--- src/rtl/r_moore_pkg.sv ---
// r_moore_pkg: shared constants, state-width helper and legacy "101" state names
package r_moore_pkg;
  localparam int DEF_LEN = 3;
  localparam logic [DEF_LEN-1:0] DEF_PATTERN = 3'b101;
  typedef enum logic [1:0] {S0, S1, S2, S3} legacy_state_t;
  function automatic int state_w(input int n);
    return $clog2(n + 1);
  endfunction
endpackage

--- src/rtl/r_moore_match.sv ---
// r_moore_match: longest suffix of the history that is a prefix of the pattern
module r_moore_match
  import r_moore_pkg::*;
#(
  parameter int PATTERN_LEN = DEF_LEN,
  localparam int SW = state_w(PATTERN_LEN)
) (
  input  logic [PATTERN_LEN-1:0] h_i,
  input  logic [SW-1:0]          hcnt_i,
  input  logic [PATTERN_LEN-1:0] pat_i,
  output logic [SW-1:0]          len_o
);
  always_comb begin
    len_o = '0;
    for (int j = 1; j <= PATTERN_LEN; j++)
      if (SW'(j) <= hcnt_i &&
          ((h_i ^ (pat_i >> (PATTERN_LEN - j))) & ({PATTERN_LEN{1'b1}} >> (PATTERN_LEN - j))) == '0)
        len_o = SW'(j);
  end
endmodule

--- src/rtl/r_moore_seq.sv ---
// r_moore_seq: parametrised Moore sequence detector with loadable pattern and overlap select
// Define R_MOORE_CNT_EN to build the saturating match counter; otherwise match_cnt is tied to 0.
module r_moore_seq
  import r_moore_pkg::*;
#(
  parameter int PATTERN_LEN = DEF_LEN,
  parameter logic [PATTERN_LEN-1:0] PATTERN = PATTERN_LEN'(DEF_PATTERN),
  parameter int CNT_W = 8,
  localparam int SW = state_w(PATTERN_LEN)
) (
  input  logic                   clk,
  input  logic                   r,
  input  logic                   en,
  input  logic                   X,
  input  logic                   ovl,
  input  logic                   load,
  input  logic [PATTERN_LEN-1:0] pat_in,
  output logic                   Y,
  output logic [SW-1:0]          ac_state,
  output logic [CNT_W-1:0]       match_cnt
);
  logic [PATTERN_LEN-1:0] hist_q, hist_d, pat_q;
  logic [SW-1:0] hcnt_q, hcnt_d, ac_q, ac_d;
  logic [PATTERN_LEN:0] sh;
  logic clr, y_q;
  // a completed match in non-overlap mode restarts from an empty history
  always_comb begin
    clr = !ovl && ac_q == SW'(PATTERN_LEN);
    sh = {clr ? '0 : hist_q, X};
    hist_d = sh[PATTERN_LEN-1:0];
    hcnt_d = clr ? SW'(1) : (hcnt_q == SW'(PATTERN_LEN) ? hcnt_q : hcnt_q + 1'b1);
  end
  r_moore_match #(.PATTERN_LEN(PATTERN_LEN)) u_match (
    .h_i(hist_d), .hcnt_i(hcnt_d), .pat_i(pat_q), .len_o(ac_d)
  );
  always_ff @(posedge clk) begin
    if (!r) begin
      hist_q <= '0;
      hcnt_q <= '0;
      ac_q   <= '0;
      pat_q  <= PATTERN;
      y_q    <= 1'b0;
    end else if (load) begin
      pat_q  <= pat_in;
      hist_q <= '0;
      hcnt_q <= '0;
      ac_q   <= '0;
      y_q    <= 1'b0;
    end else if (en) begin
      hist_q <= hist_d;
      hcnt_q <= hcnt_d;
      ac_q   <= ac_d;
      y_q    <= ac_d == SW'(PATTERN_LEN);
    end
  end
  assign Y = y_q;
  assign ac_state = ac_q;
`ifdef R_MOORE_CNT_EN
  logic [CNT_W-1:0] cnt_q;
  always_ff @(posedge clk) begin
    if (!r) cnt_q <= '0;
    else if (!load && en && ac_d == SW'(PATTERN_LEN) && cnt_q != '1) cnt_q <= cnt_q + 1'b1;
  end
  assign match_cnt = cnt_q;
`else
  assign match_cnt = '0;
`endif
endmodule
--- config.mk ---
export PLATFORM = sky130hd
export DESIGN_NAME = r_moore_seq
export DESIGN_NICKNAME = d
export VERILOG_FILES = /design/src/rtl/r_moore_pkg.sv /design/src/rtl/r_moore_match.sv /design/src/rtl/r_moore_seq.sv
export SDC_FILE = /design/constraint.sdc
export NUM_CORES = 1
export LEC_CHECK = 0
export CAP_MARGIN = 20
export CORE_AREA = 2 2 39 41
export DETAILED_ROUTE_END_ITERATION = 16
export DIE_AREA = 0 0 41 43
export PLACE_DENSITY = 0.75
export RECOVER_POWER = 50
export SYNTH_ARGS = -nofsm -noshare
export SYNTH_HDL_FRONTEND = slang
export SYNTH_SLANG_ARGS = --single-unit
--- constraint.sdc ---
create_clock -name clk -period 3 [get_ports clk]
set_clock_uncertainty 0.05 [all_clocks]
set_input_delay 0.75 -clock clk [delete_from_list [all_inputs] [get_ports clk]]
set_output_delay 0.75 -clock clk [all_outputs]
set_load 0.01 [all_outputs]
# --- After elaboration in Yosys (flattened, before gate mapping) ---
# Index checks and enable logic that the tools add are counted.
op_classes:
  add_sub_neg: 1
  n_lt_le_gt_ge: 3
  n_eq_ne: 3
  n_mux: 6
  bitwise_logic: 4
  n_reduce_logical: 9
ops:
  columns: ["op", "n"]
  rows:
  - ["2-to-1 mux 2 bit", 5]
  - ["zero test 3 bit", 3]
  - ["equality test 2 bit (second input constant)", 3]
  - ["<= comparator 2 bit (first input constant)", 2]
  - ["logical AND 1 bit", 4]
  - ["XOR 3 bit", 1]
  - ["adder 2 x 1 -> 2 bit (second input constant)", 1]
  - ["<= comparator 1 x 2 -> 1 bit (first input constant)", 1]
  - ["OR reduction 2 bit", 1]
  - ["XOR 2 bit", 1]
  - ["zero test 1 bit", 1]
  - ["2-to-1 mux 1 bit", 1]
  - ["inverter 1 bit", 1]
  - ["XOR 1 bit", 1]
word_totals:
  regBits: 10
  in_bits: 9
  output_inout_bits: 11
  word_cells: 31

# --- Longest topological paths before layout ---
logic_depth:
  depth_word: 9
  mapped_depth: 5
  depth_no_buf: 4

# --- Modules after synthesis ---
# A second synthesis with hierarchy kept.
hier_totals:
  cells_unflattened: 67
  hier_area_um2: 624.3
modules_own_cells:
  columns: ["mod", "n_inst", "cells_each", "area_each_um2", "seq_area_each_um2"]
  rows:
  - ["r_moore_seq", 1, 52, 510.5, 200.2]
  - ["r_moore_match", 1, 15, 113.9, 0.0]

# --- Least setup slack after synthesis ---
# Ideal clock, no wire load.
synth_timing:
  path_type: "input to register"
  start: "in ovl"
  end: "reg ac_q[0] (netlist: ac_state[0])"
  setup_ns: 0.088
  arrival_ns: 1.494
  required_time_ns: 2.862
  setup_slack_ns: 1.368
  cell_stages: 4
  n_path_buf: 0
  path_cell_list: "nand3b_2 -> a311oi_2 -> a31oi_1 -> a311oi_2"
synth_via:
  elab_chain_cells: 8
  elab_cells_between_ends: 17
  classes_between: "3 x order compare; 5 x mux; 2 x bitwise; 7 x reduce/logical"
synth_rtl:
  columns: ["element", "line_no", "rtl"]
  rows:
  - ["start, declared", "r_moore_seq.sv:15", "input logic ovl,"]
  - ["zero test 1 bit *", "r_moore_seq.sv:28", "clr = !ovl && ac_q == SW'(PATTERN_LEN);"]
  - ["logical AND 1 bit *", "r_moore_seq.sv:28", null]
  - ["2-to-1 mux 2 bit (on tied branches)", "r_moore_seq.sv:31, r_moore_seq.sv:29", null]
  - ["<= comparator 1 x 2 -> 1 bit / XOR 2 bit (equally long branches)", "r_moore_match.sv:16, r_moore_match.sv:17", null]
  - ["logical AND 1 bit / zero test 3 bit (equally long branches)", "r_moore_match.sv:16, r_moore_match.sv:17", null]
  - ["2-to-1 mux 1 bit / logical AND 1 bit (equally long branches)", "r_moore_match.sv:16", "if (SW'(j) <= hcnt_i &&"]
  - ["2-to-1 mux 2 bit", "r_moore_match.sv:16", null]
  - ["2-to-1 mux 2 bit *", "r_moore_match.sv:16", null]
  - ["end signal, assigned", "r_moore_seq.sv:40", "ac_q <= '0;"]
  - ["end signal, assigned", "r_moore_seq.sv:47", "ac_q <= '0;"]
  - ["end signal, assigned", "r_moore_seq.sv:52", "ac_q <= ac_d;"]
  - ["end, declared", "r_moore_seq.sv:23", "logic [SW-1:0] hcnt_q, hcnt_d, ac_q, ac_d;"]
# Every way passes the cells marked *; elsewhere a longest branch is shown, timed or not.
# A chain may end at the register's enable or synchronous reset.

# --- Worst setup path in the final report ---
layout_timing:
  start: "reg ac_q[0] (netlist: ac_state[0])"
  end: "out ac_state[0]"
layout_rtl:
  columns: ["element", "line_no", "rtl"]
  rows:
  - ["end, declared", "r_moore_seq.sv:19", "output logic [SW-1:0] ac_state,"]
# No word-level cell between the ends.

==> reports/metrics.cfg <==
[status]
status = finished, final reports clean

[clock_tree]
postCtsResizedCells = 0
numClockSinks = 10
cts_tree = built
cts_max_level = 1
cts_buffers = 3
cts_buffer_depth = 2
clock_latency_ns = 0.26
clk_pin_slew_worst_paths_ns = 0.06
post_cts_buffers = 0
cts_root_buf = clkbuf_4
postCtsHoldBufs = 0

[die]
die_h_um = 43
die_area_sq_um = 1763
io_pins = 20
core_area_sq_um = 1384
dieWidth_um = 41
start_util_pct = 40.05
rows = 14

[synthesis]
synthMuxAreaShare_pct = 7.223
synth_enable_flop_cells = 0
yosys.area.top_type = dfxtp_1
synthFlopType = dfxtp_1
synthArstFlopShare_pct = 0
synth_compound_area_share_pct = 12.19
yosys.area_share.simple_pct = 21.22
syn_area_sq_um = 554.3
ys_ff_latch = 10
post_synth.cell_area_avg_sq_um = 9.087
synth.area.top_cells = dfxtp_1 36%, buf_4 12%, mux2i_1 7.2%
yosys_warnings = 0
synthAdderAreaFrac_pct = 0
synth.top_cell.area_share_pct = 36.12
netlist-cell-type-count = 25
synth_xor_area_share_pct = 7.901
syn_inst = 61
seq_area_frac_synth_pct = 36.12
synth_top_family_by_area = simple AND/OR/NAND/NOR gates

[final_layout]
n_fill_cell = 148
area_growth_pct = 20.77
antenna_cells = 0
fin_cells = 88
nets = 82
drive_above_1_share_pct = 12.50

[setup_path]
cp_num_buf_inv = 1
reg2reg_slack_ns = 1.67
endpoint_kind = primary output
critPathMaxFanout = 3
worstPathCellList = clkdlybuf4s50_1
arrival_ns = 1.18
worst_r2r_path_depth = 4
cpLargestDelayFamily = buffers and inverters
crit_slowest_cell = clkdlybuf4s50_1
critical_path.startpoint_type = register
r2r-start = hcnt_q[0]$_SDFFE_PP0P_
critPathRequiredTime_ns = 2.20
path_class = reg -> out
critPathMaxStageDelay_ns = 0.55
reg2reg_to = ac_state[0]$_SDFFE_PP0P_

[timing]
fin_tns_setup_ns = 0
post-route-min-period_ns = 1.976
slew_violations = 0
rsz0062_at_grt = false
final-setup-viol-count = 0
finalCritPeriodShare_pct = 65.87
hold_viol = 0
max_freq_mhz = 506.0
setup_ws_ns = 1.024

[detailed_routing]
drt_iter0_markers = 6
detail_route.first_pass.iterations = 3
num_vias = 442
routed_wl_um = 908
viasPerCell = 5.023
wl_per_cell_um = 10.32
drc_errors = 0
detail-route-antenna-nets = 0

[placed_design]
io_buffers = 11
hpwlAfterDp_um = 691
place_ws_ns = 0.8413
dpl.cell_count = 84
place_congestion = 0.7637

[worst_hold_path]
whs_endpoint = hist_q[1]$_SDFFE_PP0P_
hp-class = reg -> reg
hold_depth = 2
worstHoldStart = hist_q[1]$_SDFFE_PP0P_

[run]
max-cap-violations = 0

[power]
p_leak_uw = 0.0002566
p_per_area_nw_per_um2 = 454.6
ir_drop_v = 0.0002392

[global_route]
grt_pass1_vias = 411
grt_pass1_wl_mm = 1.649
grt_max_degree = 11
antenna_found_initial = 0
grt_usage_pct = 14.01
gr-total-overflow = 0

## power breakdown
group	internal, uW	total [uW]	switching, uW	leakage, uW
combinational	22.7	42.7	20.0	0.000154
clock	73.6	118	44.3	0.0000210
sequential	138	144	5.95	0.0000817
total	234	304	70.3	0.000257
## placed cells by master (no fill, tap or decap)
| master | n |
|---|---|
| nor3_1 | 1 |
| a31oi_1 | 1 |
| nor2_1 | 7 |
| nor2b_1 | 1 |
| xnor2_1 | 3 |
| nand3_1 | 1 |
| nand4_1 | 3 |
| dfxtp_1 | 10 |
| a21oi_1 | 2 |
| o31ai_1 | 1 |
| nand3b_1 | 1 |
| clkdlybuf4s50_1 | 10 |
| or2b_2 | 1 |
| o21ai_0 | 1 |
| conb_1 | 8 |
| a311oi_1 | 1 |
| clkbuf_8 | 1 |
| nand4b_1 | 1 |
| inv_1 | 1 |
| xor2_1 | 2 |
| nand2_1 | 3 |
| nand3b_2 | 1 |
| clkbuf_4 | 3 |
| or2_4 | 1 |
| mux2i_1 | 4 |
| dlygate4sd3_1 | 1 |
| a311oi_2 | 2 |
## cell families after synthesis
kind of cell	after synthesis
xor gates and xnor gates	5
muxes	4
buffers and inverters	12
and+or+nand+nor	21
AOI/OAI and AO/OA	8
other	1
DFF	10
## registers in the layout (all words and copies together) (netlist names)
name and cells:
pat_q 3, ac_state 2, hist_q 2, hcnt_q 2, Y 1
## metrics by stage
step / power [uW] / hold slack [ns] / area [sq um] / util, %
finish: 304.3 / 0.4243 / 669.4 / 48.37
global route: 320.3 / 0.4700 / 669.4 / 48.37
CTS: 308.4 / 0.4278 / 669.4 / 48.37
detailed placement: 189.6 / 0.4189 / 633.1 / 45.75
global placement: 188.9 / 0.4135 / 633.1 / 45.75
floorplan: 180.7 / 0.4008 / 580.6 / -
## cell type report
type / count / area, sq um / area share (%)
multi-input cells: 46 / 299.0 / 44.67
flip-flops and latches: 10 / 200.2 / 29.91
repair buffers: 11 / 110.1 / 16.45
clock buffers: 4 / 36.28 / 5.421
well taps: 16 / 20.02 / 2.991
inverters: 1 / 3.754 / 0.5607
## cell usage after synthesis, drive strengths merged (2+ instances only)
master	count
nand2	3
nand3b	2
clkbuf	2
dfxtp	10
xor2	2
mux2i	4
a311oi	3
nand4	3
a21oi	2
nor2	7
buf	9
xnor2	3
## worst max-delay path by stage
stage                                  start                        to  slack [ns]  cells after the start
finish              ac_state[0]$_SDFFE_PP0P_               ac_state[0]        1.02                      1
global route        ac_state[1]$_SDFFE_PP0P_               ac_state[1]        0.95                      1
CTS                 ac_state[0]$_SDFFE_PP0P_               ac_state[0]        1.01                      1
detailed placement                         X  ac_state[0]$_SDFFE_PP0P_        0.84                      5
global placement                         ovl  ac_state[0]$_SDFFE_PP0P_        0.87                      5
floorplan                                ovl  ac_state[0]$_SDFFE_PP0P_        1.37                      4
## routing by layer
metal / vias to the layer above / share of wire (%) / GRT usage (%)
li1: 219 / - / -
met1: 202 / 41 / 16.29
met2: 17 / 50 / 21.25
met3: 4 / 6.2 / 4.712
met4: 0 / 2.1 / 8.000
met5: - / 0 / 0
## tightest hold or removal path, cell delays in order, from the launching register on
cell	delay, ns
dfxtp_1	0.31
nand2_1	0.06
a21oi_1	0.05
(Power assumes the default switching activity.)
